--- src/rtl/memory_bus_arbiter.sv ---
`default_nettype none
// ============================================================================
// Module   : memory_bus_arbiter
// Function : N-channel arbiter from cache-side requesters onto one memory
//            port. Fixed or round-robin grant, several requests in flight,
//            responses returned in order through a tag FIFO.
// Revision : 1.0 - initial release
// ============================================================================
module memory_bus_arbiter #(
  parameter int CHANNELS        = 2,
  parameter int ADDR_WIDTH      = 32,
  parameter int DATA_WIDTH      = 32,
  parameter int PRIORITY_MODE   = 0,
  parameter int MAX_OUTSTANDING = 2
) (
  input  logic                           clock,
  input  logic                           reset,
  input  logic [CHANNELS-1:0]            ch_read,
  input  logic [CHANNELS-1:0]            ch_write,
  input  logic [CHANNELS*ADDR_WIDTH-1:0] ch_address,
  input  logic [CHANNELS*DATA_WIDTH-1:0] ch_wdata,
  output logic [CHANNELS-1:0]            ch_accept,
  output logic [CHANNELS-1:0]            ch_ready,
  output logic [DATA_WIDTH-1:0]          ch_rdata,
  output logic [ADDR_WIDTH-1:0]          memory_address,
  output logic                           memory_read,
  output logic                           memory_write,
  output logic [DATA_WIDTH-1:0]          memory_out,
  input  logic                           memory_accept,
  input  logic [DATA_WIDTH-1:0]          memory_in,
  input  logic                           memory_read_ready,
  input  logic                           memory_write_ready,
  output logic                           fifo_full,
  output logic                           protocol_error
);

  localparam int c_ID_W  = (CHANNELS > 1) ? $clog2(CHANNELS) : 1;
  localparam int c_PTR_W = (MAX_OUTSTANDING > 1) ? $clog2(MAX_OUTSTANDING) : 1;
  localparam int c_DEPTH = 1 << c_PTR_W;
  localparam int c_CNT_W = $clog2(MAX_OUTSTANDING + 1);

  localparam logic [c_CNT_W-1:0] c_FULL     = c_CNT_W'(MAX_OUTSTANDING);
  localparam logic [c_PTR_W-1:0] c_PTR_LAST = c_PTR_W'(MAX_OUTSTANDING - 1);
  localparam logic [c_ID_W-1:0]  c_CH_LAST  = c_ID_W'(CHANNELS - 1);

  // Grant and response decode
  logic [CHANNELS-1:0] w_req;
  logic                w_grant_valid;
  logic [c_ID_W-1:0]   w_grant_id;
  logic [c_ID_W-1:0]   w_idx;
  int                  w_sum;
  logic                w_grant_is_write;
  logic                w_issue;
  logic                w_pop;
  logic                w_resp_err;
  logic                w_fifo_empty;
  logic [c_ID_W-1:0]   w_head_id;
  logic                w_head_is_write;

  // State
  logic [c_ID_W-1:0]  rr_ptr_q, rr_ptr_d;
  logic [c_PTR_W-1:0] wr_ptr_q, wr_ptr_d;
  logic [c_PTR_W-1:0] rd_ptr_q, rd_ptr_d;
  logic [c_CNT_W-1:0] count_q, count_d;
  logic               err_q, err_d;

  // Tag storage: channel id and transaction type of each outstanding request
  logic [c_ID_W-1:0] tag_id_q [c_DEPTH];
  logic              tag_wr_q [c_DEPTH];

  assign w_req        = ch_read | ch_write;
  assign w_fifo_empty = (count_q == '0);
  assign fifo_full    = (count_q == c_FULL);
  assign protocol_error = err_q;

  assign w_head_id       = tag_id_q[rd_ptr_q];
  assign w_head_is_write = tag_wr_q[rd_ptr_q];

  // Pick the winning channel: scan starts at 0 (fixed) or at rr_ptr (round-robin)
  always_comb begin
    w_grant_valid = 1'b0;
    w_grant_id    = '0;
    w_idx         = '0;
    w_sum         = 0;
    for (int k = 0; k < CHANNELS; k++) begin
      w_sum = (PRIORITY_MODE == 1) ? (int'(rr_ptr_q) + k) : k;
      if (w_sum >= CHANNELS) begin
        w_sum = w_sum - CHANNELS;
      end
      w_idx = c_ID_W'(w_sum);
      if (!w_grant_valid && w_req[w_idx]) begin
        w_grant_valid = 1'b1;
        w_grant_id    = w_idx;
      end
    end
  end

  // A simultaneous read+write request on one channel is issued as a write
  assign w_grant_is_write = ch_write[w_grant_id];

  // Full blocks issue even when a pop lands in the same cycle
  assign w_issue = reset && w_grant_valid && memory_accept && !fifo_full;

  assign memory_address = ch_address[int'(w_grant_id)*ADDR_WIDTH +: ADDR_WIDTH];
  assign memory_out     = ch_wdata[int'(w_grant_id)*DATA_WIDTH +: DATA_WIDTH];
  assign memory_read    = w_issue && !w_grant_is_write;
  assign memory_write   = w_issue && w_grant_is_write;
  assign ch_rdata       = memory_in;

  // Classify the memory response against the FIFO head
  always_comb begin
    w_pop      = 1'b0;
    w_resp_err = 1'b0;
    if (memory_read_ready && memory_write_ready) begin
      w_resp_err = 1'b1;
    end else if (memory_read_ready || memory_write_ready) begin
      if (w_fifo_empty) begin
        w_resp_err = 1'b1;
      end else if (w_head_is_write != memory_write_ready) begin
        w_resp_err = 1'b1;
      end else begin
        w_pop = reset;
      end
    end
  end

  // One-hot accept/ready pulses toward the requesters
  always_comb begin
    ch_accept = '0;
    ch_ready  = '0;
    for (int i = 0; i < CHANNELS; i++) begin
      ch_accept[i] = w_issue && (w_grant_id == c_ID_W'(i));
      ch_ready[i]  = w_pop && (w_head_id == c_ID_W'(i));
    end
  end

  // Next-state for FIFO pointers, occupancy, round-robin pointer and error flag
  always_comb begin
    wr_ptr_d = wr_ptr_q;
    rd_ptr_d = rd_ptr_q;
    count_d  = count_q;
    rr_ptr_d = rr_ptr_q;
    err_d    = err_q | w_resp_err;
    if (w_issue) begin
      wr_ptr_d = (wr_ptr_q == c_PTR_LAST) ? '0 : wr_ptr_q + c_PTR_W'(1);
    end
    if (w_pop) begin
      rd_ptr_d = (rd_ptr_q == c_PTR_LAST) ? '0 : rd_ptr_q + c_PTR_W'(1);
    end
    if (w_issue && !w_pop) begin
      count_d = count_q + c_CNT_W'(1);
    end else if (!w_issue && w_pop) begin
      count_d = count_q - c_CNT_W'(1);
    end
    if ((PRIORITY_MODE == 1) && w_issue) begin
      rr_ptr_d = (w_grant_id == c_CH_LAST) ? '0 : w_grant_id + c_ID_W'(1);
    end
  end

  // Control state register; reset drops everything in flight
  always_ff @(posedge clock) begin
    if (!reset) begin
      wr_ptr_q <= '0;
      rd_ptr_q <= '0;
      count_q  <= '0;
      rr_ptr_q <= '0;
      err_q    <= 1'b0;
    end else begin
      wr_ptr_q <= wr_ptr_d;
      rd_ptr_q <= rd_ptr_d;
      count_q  <= count_d;
      rr_ptr_q <= rr_ptr_d;
      err_q    <= err_d;
    end
  end

  // Tag payload write; contents are only meaningful below count_q
  always_ff @(posedge clock) begin
    if (w_issue) begin
      tag_id_q[wr_ptr_q] <= w_grant_id;
      tag_wr_q[wr_ptr_q] <= w_grant_is_write;
    end
  end

endmodule
`default_nettype wire
--- config.mk ---
export PLATFORM = sky130hd
export DESIGN_NAME = memory_bus_arbiter
export DESIGN_NICKNAME = d
export VERILOG_FILES = /design/src/rtl/memory_bus_arbiter.sv
export SDC_FILE = /design/constraint.sdc
export NUM_CORES = 1
export LEC_CHECK = 0
export BUFFER_PORTS_ARGS = -buffer_cell sky130_fd_sc_hd__buf_2
export CORE_AREA = 2 2 106 108
export CTS_CLUSTER_DIAMETER = 40
export DETAILED_ROUTE_END_ITERATION = 16
export DIE_AREA = 0 0 108 110
export GPL_TIMING_DRIVEN = 0
export HOLD_SLACK_MARGIN = 0.08
export PLACE_DENSITY = 0.6
export SYNTH_ARGS = -nofsm -noshare
export SYNTH_HDL_FRONTEND = slang
export SYNTH_SLANG_ARGS = --single-unit
--- constraint.sdc ---
create_clock -name clock -period 2 [get_ports clock]
set_clock_uncertainty 0.2 [all_clocks]
set_input_delay 0.2 -clock clock [delete_from_list [all_inputs] [get_ports clock]]
set_output_delay 0.2 -clock clock [all_outputs]
set_load 0.02 [all_outputs]
==> impl_metrics.env, run 1 <==
export IMPL_status="complete, but fails checks"
export IMPL_violations="setup timing"
export IMPL_report_final_slew_viol_count=0
export IMPL_grt_pass1_vias=1953
export IMPL_arrival_ps=1640
export IMPL_initial_core_util_pct=14.4
export IMPL_p_seq_share_pct=19.7
export IMPL_clk_pin_slew_worst_paths_ps=50
export IMPL_cp_start_kind="flip-flop"
export IMPL_drive_gt1_share_pct=89.7
export IMPL_grt_setup_unrepaired="yes"
export IMPL_worst_path_most_repeated_cell="buf_4"
export IMPL_vias=2040
export IMPL_relSlewSlack_pct=77.9
export IMPL_yosys_area_share_adder_pct=0.812
export IMPL_required_ps=1600
export IMPL_htree_levels=1
export IMPL_gp_congestion=0.741
export IMPL_max_freq_mhz=489
export IMPL_design_die_area_sq_um=11900
export IMPL_r2r_cells=7
export IMPL_area_growth_pct=99.0
export IMPL_cap_violations=0
export IMPL_holdPathStages=3
export IMPL_p_leak_nw=1.64
export IMPL_worstSetupPathType="reg2out"
export IMPL_gr_total_overflow=0
export IMPL_synthCells=156
export IMPL_setup_viol=3
export IMPL_cts_tree="done"
export IMPL_clock_sinks=10
export IMPL_rows=38
export IMPL_cts_made_buffers=3
export IMPL_clock_latency_ps=240
export IMPL_antenna_found_initial=0
export IMPL_crit_slowest_cell="edfxtp_1"
export IMPL_utilization_pct=28.7
export IMPL_synth_simple_area_share_pct=8.29
export IMPL_postRouteAntennaNets=0
export IMPL_worst_pin_slew_ps=328
export IMPL_p_sw_mw=0.487
export IMPL_fin_crit_ps=2040
export IMPL_combPwrFrac_pct=62.6
export IMPL_p_int_mw=0.753
export IMPL_routed_via_density=3.73
export IMPL_p_sw_share_pct=39.2
export IMPL_core_region_area_sq_um=10700
export IMPL_worstReg2RegStart="tag_wr_q[0]"
export IMPL_critPathLaunch="tag_wr_q[0]"
export IMPL_fin_ws_ps=-44.0
export IMPL_peakVddDrop_mv=0.170
export IMPL_wl_per_cell_um=12.4
export IMPL_end_kind="output port"
export IMPL_period_share_pct=102
export IMPL_ios=273
export IMPL_r2r_slack_ps=-30
export IMPL_finalWirelength_um=6810
export IMPL_root_buffer="clkbuf_8"
export IMPL_die_x_um=108
export IMPL_drtPass1Iterations=4
export IMPL_synth_top_family_by_area="multiplexers"
export IMPL_io_buffer_count=240
export IMPL_crit_fanout=2
export IMPL_synth_xor_area_share_pct=1.71
export IMPL_syn_avg_cell_area_sq_um=9.87
export IMPL_finalHoldViolations=0
export IMPL_cpPeakStageDelay_ps=410
export IMPL_min_delay_start="reset"
export IMPL_grt_max_degree=12
export IMPL_synth_seq_area_share_pct=15.6
export IMPL_syn_area_sq_um=1540
export IMPL_drt_iter0_markers=60
export IMPL_syn_num_nets=326
export IMPL_grt_util_all_layers_pct=10.0
export IMPL_grt_pass1_wl_um=9400
export IMPL_synth_distinct_cells=29
export IMPL_fin_tns_setup_ps=-105
export IMPL_synth_compound_area_share_pct=5.44
export IMPL_die_height_um=110
export IMPL_layout_nets=578
export IMPL_path_cells="mux2i_4, xor2_2, o2111ai_2, buf_4, nor2b_1, buf_4"
export IMPL_synth_mux_area_share_pct=49.0
export IMPL_clock_path_buffers=2
export IMPL_ys_seq_elements=10
export IMPL_diodes=0
export IMPL_drc=0
export IMPL_yosysWarnings=0
export IMPL_hold_path_class="in2reg"
export IMPL_pwr_share_clk_pct=17.7
export IMPL_p_per_area_nw_per_um2=404
export IMPL_hpwlAfterDp_um=6100
==> stage by stage <==
step | total power [mW] | cells | hold slack (ps) | setup WS (ps) | instance area (sq um)
2_1_floorplan | 0.698 | 156 | 117 | -21.8 | 1550
3_3_place_gp | 0.993 | 536 | 286 | -136 | 2920
3_5_place_dp | 1.00 | 536 | 299 | -184 | 2920
4_1_cts | 1.25 | 546 | 81.4 | -29.5 | 3050
5_1_grt | 1.32 | 547 | 101 | -136 | 3070
6_report | 1.24 | 547 | 88.9 | -44.0 | 3070
==> path summary, 6_finish.rpt <==
check,to
worst min register to register,flip-flop
worst max register to register,count_q[1]
worst max-delay path,ch_ready[0]
worst min-delay path,protocol_error
==> state kept, by name, summed over array words and instances, names as in the netlist, named ones only <==
register        flops
count_q             2
tag_id_q            2
tag_wr_q            2
wr_ptr_q            1
rd_ptr_q            1
protocol_error      1
==> cell usage after synthesis <==
master	instances	share of area (%)
or3_1	2	0.81
and2_1	4	1.6
o2111ai_1	1	0.57
nor2b_2	1	0.57
or3_4	1	0.73
mux2i_2	1	0.89
xor2_1	2	1.1
inv_1	2	0.49
o21ai_0	2	0.65
a211oi_1	1	0.49
mux2i_1	2	1.3
nand2_1	1	0.24
ha_1	1	0.81
nor2_1	6	1.5
mux2_2	64	47
a21boi_0	1	0.49
nor2b_1	4	1.6
xnor2_1	1	0.57
buf_2	2	0.65
a21oi_1	1	0.32
buf_4	37	18
a21boi_1	2	0.97
o21a_1	2	0.97
or2_2	2	0.81
a21o_1	1	0.49
o31ai_1	1	0.49
nor4_1	1	0.41
edfxtp_1	4	7.8
dfxtp_1	6	7.8
==> layer usage <==
| metal | wire [um] | track usage (%) | vias to the layer above |
|---|---|---|---|
| li1 | - | - | 1027 |
| met1 | 2570 | 12.9 | 887 |
| met2 | 3610 | 17.6 | 123 |
| met3 | 585 | 1.88 | 3 |
| met4 | 36 | 2.01 | 0 |
| met5 | 0 | 0 | - |
==> power groups by stage <==
stage | Clock, mW | Sequential, mW | Combinational [mW]
final | 0.220 | 0.244 | 0.776
after CTS | 0.227 | 0.244 | 0.778
after floorplan | 0 | 0.247 | 0.451
after global routing | 0.234 | 0.246 | 0.837
after global placement | 0 | 0.246 | 0.747
after detailed placement | 0 | 0.247 | 0.755
==> layout make-up <==
cell class / count / area, sq um
plain buffers: 39 / 294
clock buffers: 4 / 45.0
fillers: 1168 / 7630
inverters: 2 / 7.51
multi-input cells: 105 / 1030
flip-flops and latches: 10 / 245
well taps: 140 / 175
repair buffers: 247 / 1260
==> layout by cell type, fill, tap and decap left out, drive strengths merged <==
| cell | synthesis | final |
|---|---|---|
| dfxtp | 6 | 6 |
| or2 | 2 | 2 |
| mux2i | 3 | 3 |
| clkbuf | 0 | 5 |
| o31ai | 1 | 1 |
| nor4 | 1 | 1 |
| a211oi | 1 | 1 |
| and2 | 4 | 4 |
| xor2 | 2 | 2 |
| dlygate4sd3 | 0 | 1 |
| a21boi | 3 | 3 |
| edfxtp | 4 | 4 |
| nand2 | 1 | 1 |
| ha | 1 | 1 |
| a21oi | 1 | 1 |
| xnor2 | 1 | 1 |
| nor2b | 5 | 5 |
| o21a | 2 | 2 |
| o2111ai | 1 | 1 |
| o21ai | 2 | 2 |
| nor2 | 6 | 6 |
| or3 | 3 | 3 |
| inv | 2 | 2 |
| a21o | 1 | 1 |
| buf | 39 | 284 |
| mux2 | 64 | 64 |
==> critical path, delay by kind of cell (launching register included) <==
| family | cells | cell delay [ps] |
|---|---|---|
| flops | 1 | 410 |
| buf+inv | 2 | 320 |
| mux | 1 | 210 |
| xor+xnor | 1 | 200 |
| compound gates | 1 | 160 |
| simple gates | 1 | 100 |
==> what timing repair did <==
item | in CTS | in global routing
buffers inserted | 5 | 1
hold buffers | 1 | 0
endpoints found under the setup margin | 44 | 46
pin swaps | 3 | 2
resized for setup | 10 | 3
hold endpoints to repair | 1 | 0
==> kinds of logic (layout without fill, tap and decap cells) <==
kind of cell / after synthesis / after routing
AO/OA/AOI/OAI: 12 / 12
XOR/XNOR: 3 / 3
adder cells (fa/ha/maj): 1 / 1
buffers and inverters: 41 / 292
flip-flops: 10 / 10
multiplexers: 67 / 67
AND/OR/NAND/NOR: 22 / 22
Power figures use the tool's default switching activity.
==> inputs of run 2 (changes only) <==
SKIP_LAST_GASP = 1   (was default)
==> run 2 against run 1 <==
  * The run still ends with setup timing left
  * Sequential share of layout area unchanged
  * Fmax about the same
  * Final area unchanged
  * Wire length unchanged
  * Highest routed layer unchanged
==> impl_metrics.env, run 2 (synthesis gave the netlist of run 1 again) <==
export IMPL_status="complete, but fails checks"
export IMPL_violations="setup timing"
export IMPL_mostFrequentLayoutCells="239 x buf_2, 64 x mux2_2, 43 x buf_4"
export IMPL_cts_made_buffers=3
export IMPL_p_total_mw=1.24
export IMPL_drc=0
export IMPL_p_per_area_nw_per_um2=404
export IMPL_hpwlAfterDp_um=6100
export IMPL_cp_top_family="flip-flops"
export IMPL_design_die_area_sq_um=11900
export IMPL_crit_fanout=2
export IMPL_antenna_found_initial=0
export IMPL_crit_slowest_cell="edfxtp_1"
export IMPL_grt_max_degree=12
export IMPL_core_region_area_sq_um=10700
export IMPL_grt_setup_unrepaired="yes"
export IMPL_drtPass1Iterations=4
export IMPL_clock_latency_ps=240
export IMPL_pre_cts_ws_ps=-184
export IMPL_worst_pin_slew_ps=327
export IMPL_gp_congestion=0.741
export IMPL_clock_path_buffers=2
export IMPL_rr_endpoint="count_q[1]"
export IMPL_r2r_slack_ps=-30
export IMPL_final_common_cell="buf_2"
export IMPL_die_x_um=108
export IMPL_worstReg2RegStart="tag_wr_q[0]"
export IMPL_multiInputGateArea_sq_um=1030
export IMPL_utilization_pct=28.7
export IMPL_clk_pin_slew_worst_paths_ps=50
export IMPL_min_delay_start="reset"
export IMPL_postRouteAntennaNets=0
export IMPL_drive_gt1_share_pct=89.4
export IMPL_finalHoldViolations=0
export IMPL_finalWirelength_um=6810
export IMPL_wl_per_cell_um=12.4
export IMPL_die_height_um=110
export IMPL_path_buf_inv=2
export IMPL_ios=273
export IMPL_initial_core_util_pct=14.4
export IMPL_worst_path_most_repeated_cell="buf_4"
export IMPL_report_final_slew_viol_count=0
export IMPL_vias=2040
export IMPL_grt_util_all_layers_pct=10.0
export IMPL_met3_usage_pct=1.88
export IMPL_worstSetupPathType="reg2out"
export IMPL_root_buffer="clkbuf_8"
export IMPL_cap_violations=0
export IMPL_peakVddDrop_mv=0.170
export IMPL_use_met1_pct=12.9
export IMPL_critPathLaunch="tag_wr_q[0]"
export IMPL_cp_num_cells=6
export IMPL_p_leak_nw=1.65
export IMPL_r2r_cells=7
export IMPL_hold_path_class="in2reg"
export IMPL_diodes=0
export IMPL_gr_total_overflow=0
export IMPL_grt_busiest_layer="met2"
export IMPL_largest_registers="count_q (2), tag_id_q (2), tag_wr_q (2)"
export IMPL_nFillCells=1168
export IMPL_htree_levels=1
export IMPL_cp_start_kind="flip-flop"
export IMPL_grt_pass1_wl_um=9400
export IMPL_fin_crit_ps=2040
export IMPL_seq_area_sq_um=245
export IMPL_relSlewSlack_pct=78.0
export IMPL_grtUsageMet2_pct=17.6
export IMPL_rows=38
export IMPL_routed_via_density=3.73
export IMPL_layout_nets=578
export IMPL_grt_pass1_vias=1953
export IMPL_dp_cells=536
export IMPL_fin_cells=547
export IMPL_io_buffer_count=240
export IMPL_fin_ws_ps=-44.0
export IMPL_path_cells="mux2i_4, xor2_2, o2111ai_2, buf_4, nor2b_1, buf_4"
export IMPL_endpoint="ch_ready[0]"
export IMPL_arrival_ps=1640
export IMPL_period_share_pct=102
export IMPL_clock_sinks=10
export IMPL_required_ps=1600
export IMPL_area_growth_pct=99.0
export IMPL_end_kind="output port"
export IMPL_cts_tree="done"
export IMPL_setup_viol=3
export IMPL_cpPeakStageDelay_ps=410
export IMPL_drt_iter0_markers=60
export IMPL_max_freq_mhz=489
-- run 2: cell type report --
| cell class | count | area share [%] |
|---|---|---|
| repair buffers | 247 | 41.3 |
| plain buffers | 39 | 9.59 |
| inverters | 2 | 0.245 |
| multi-input cells | 105 | 33.7 |
| flip-flops and latches | 10 | 8.00 |
| well taps | 140 | 5.71 |
| clock buffers | 4 | 1.47 |
-- run 2: worst min path at each step --
stage / to / slack, ps / cells past startpoint
3_5_place_dp: count_q[1] / 300 / 2
4_1_cts: protocol_error / 80 / 3
5_1_grt: flip-flop / 100 / 2
2_1_floorplan: wr_ptr_q / 120 / 1
6_report: protocol_error / 90 / 3
3_3_place_gp: flip-flop / 290 / 2
-- run 2: metal layers --
| layer | routed length (um) | vias up |
|---|---|---|
| met5 | 0 | - |
| met4 | 36 | 0 |
| met3 | 585 | 3 |
| met2 | 3610 | 123 |
| met1 | 2570 | 887 |
| li1 | - | 1027 |
-- run 2: worst min-delay path, cell delays in order --
cell	delay [ps]
buf_2	150
o31ai_1	80
a21oi_1	40
-- run 2: power breakdown --
group	switching (mW)	total (mW)	internal, mW
combinational	0.393	0.776	0.383
clock	0.0803	0.220	0.140
sequential	0.0135	0.244	0.230
total	0.486	1.24	0.753
-- run 2: through the flow --
| stage | hold WS [ps] | setup TNS [ps] | cell area, sq um |
|---|---|---|---|
| after detailed placement | 299 | -971 | 2920 |
| after CTS | 81.4 | -74.2 | 3050 |
| final | 88.9 | -105 | 3070 |
| after floorplan | 117 | -21.8 | 1550 |
| after global routing | 101 | -430 | 3070 |
| after global placement | 286 | -347 | 2920 |
-- run 2: what timing repair did --
action                                 4_1_cts  5_1_grt
hold buffers                                 1        0
endpoints found under the hold margin        1        0
pin swaps                                    3        2
setup endpoints to repair                   44       46
gates resized for setup                      9        3
buffers inserted                             5        1
==> inputs of run 3 (changes only) <==
REMOVE_ABC_BUFFERS = 1   (was default)
==> run 3 against run 2 <==
  * The flow still finishes with violations (setup timing)
  * Hold slack better by 3.2 ps
  * Critical endpoint unchanged
  * Sequential power about the same
  * Non-clock buffer count down 69
  * Worst setup slack worse by 7.0 ps
  * Largest power group unchanged
==> impl_metrics.env, run 3 (synthesis gave the netlist of run 1 again) <==
export IMPL_cts_made_buffers=3
export IMPL_use_met1_pct=16.3
export IMPL_io_buffer_count=208
export IMPL_report_final_slew_viol_count=0
export IMPL_finalWirelength_um=8340
export IMPL_worst_pin_slew_ps=548
export IMPL_die_height_um=110
export IMPL_largest_registers="count_q (2), tag_id_q (2), tag_wr_q (2)"
export IMPL_grt_pass1_wl_um=10700
export IMPL_root_buffer="clkbuf_8"
export IMPL_finalHoldViolations=0
export IMPL_max_freq_mhz=488
export IMPL_violations="setup timing"
export IMPL_die_x_um=108
export IMPL_cap_violations=0
export IMPL_cp_num_cells=6
export IMPL_p_int_mw=0.683
export IMPL_path_buf_inv=2
export IMPL_cts_tree="done"
export IMPL_p_total_mw=1.11
export IMPL_p_seq_share_pct=22.0
export IMPL_core_region_area_sq_um=10700
export IMPL_postRouteAntennaNets=0
export IMPL_peakVddDrop_mv=0.353
export IMPL_end_kind="output port"
export IMPL_crit_fanout=2
export IMPL_hold_path_class="in2reg"
export IMPL_combPwrFrac_pct=59.0
export IMPL_grt_max_degree=37
export IMPL_drtPass1Iterations=4
export IMPL_grt_setup_unrepaired="yes"
export IMPL_worst_path_most_repeated_cell="buf_4"
export IMPL_p_sw_mw=0.429
export IMPL_clock_sinks=10
export IMPL_clock_path_buffers=2
export IMPL_ios=273
export IMPL_fin_tns_setup_ps=-72.8
export IMPL_hpwlAfterDp_um=7130
export IMPL_layout_nets=510
export IMPL_antenna_found_initial=0
export IMPL_worstSetupPathType="reg2out"
export IMPL_required_ps=1600
export IMPL_grt_pass1_vias=1779
export IMPL_rows=38
export IMPL_mostFrequentLayoutCells="206 x buf_2, 64 x mux2_2, 7 x buf_4"
export IMPL_vias=1895
export IMPL_pre_cts_ws_ps=-367
export IMPL_p_leak_nw=1.35
export IMPL_diodes=0
export IMPL_met3_usage_pct=10.1
export IMPL_area_growth_pct=72.9
export IMPL_drc=0
export IMPL_grt_busiest_layer="met1"
export IMPL_cp_start_kind="flip-flop"
export IMPL_wl_per_cell_um=17.4
export IMPL_status="complete, but fails checks"
export IMPL_path_cells="mux2i_4, xor2_2, o2111ai_2, buf_4, nor2b_1, buf_4"
export IMPL_r2r_cells=7
export IMPL_clk_pin_slew_worst_paths_ps=50
export IMPL_design_die_area_sq_um=11900
export IMPL_grt_util_all_layers_pct=12.5
export IMPL_drive_gt1_share_pct=87.6
export IMPL_p_per_area_nw_per_um2=418
export IMPL_relSlewSlack_pct=63.1
export IMPL_crit_slowest_cell="dfxtp_4"
export IMPL_setup_viol=2
export IMPL_routed_via_density=3.96
export IMPL_holdPathStages=2
export IMPL_arrival_ps=1650
export IMPL_clock_latency_ps=230
export IMPL_htree_levels=1
export IMPL_min_delay_start="reset"
export IMPL_fin_crit_ps=2050
export IMPL_p_sw_share_pct=38.6
export IMPL_fin_ws_ps=-51.0
export IMPL_drt_iter0_markers=51
export IMPL_cpPeakStageDelay_ps=360
export IMPL_gr_total_overflow=0
export IMPL_grtUsageMet2_pct=16.2
export IMPL_gp_congestion=0.828
export IMPL_cp_top_family="flip-flops"
export IMPL_pwr_share_clk_pct=19.0
export IMPL_final_common_cell="buf_2"
export IMPL_initial_core_util_pct=14.4
export IMPL_period_share_pct=103
==> run 3: layer usage <==
| layer | part of all wire [%] | vias up |
|---|---|---|
| met5 | 1.0 | - |
| met4 | 0 | 2 |
| met3 | 18 | 2 |
| met2 | 40 | 150 |
| met1 | 41 | 848 |
| li1 | - | 893 |
==> run 3: worst register-to-register path: cells and delay by family (launching register included) <==
family	cells	cell delay (ps)
and+or+nand+nor	1	310
AOI/OAI and AO/OA	2	260
muxes	1	270
adders and majority gates	1	210
xor gates and xnor gates	2	340
DFF	1	360
==> run 3: power by group through the flow <==
stage	Combinational [mW]	Clock, mW	Sequential [mW]
detailed placement	0.626	0	0.247
global route	0.706	0.224	0.247
finish	0.656	0.211	0.245
global placement	0.617	0	0.246
CTS	0.654	0.218	0.243
floorplan	0.349	0	0.247
==> run 3: layout make-up <==
cell class / instances / area, sq um
Multi-Input combinational cell: 106 / 1060
Inverter: 2 / 7.51
Timing Repair Buffer: 217 / 1130
Clock inverter: 1 / 3.75
Fill cell: 1174 / 8030
Clock buffer: 3 / 41.3
Sequential cell: 10 / 245
Tap cell: 140 / 175
==> run 3: worst paths after layout <==
| path | slack, ps | endpoint |
|---|---|---|
| setup / recovery | -50 | ch_ready[0] |
| hold / removal | 90 | flip-flop |
| setup reg to reg | -20 | count_q[1] |
| hold reg to reg | 320 | count_q[1] |
==> run 3: repair_timing <==
item,in CTS,in global routing
hold endpoints to repair,1,0
setup endpoints to repair,69,4
gates resized for setup,8,8
setup buffers,5,1
hold buffers,2,0
pin swaps,7,3
cloned,1,0
==> run 3: stage by stage <==
step           hold WS, ps  utilization (%)  cell area (sq um)  std cells
2_1_floorplan          117                -               1250        117
3_3_place_gp           200             23.1               2470        465
4_1_cts               90.0             24.5               2630        478
3_5_place_dp           200             23.3               2490        466
5_1_grt               98.6             24.9               2660        479
6_report              92.1             24.9               2660        479
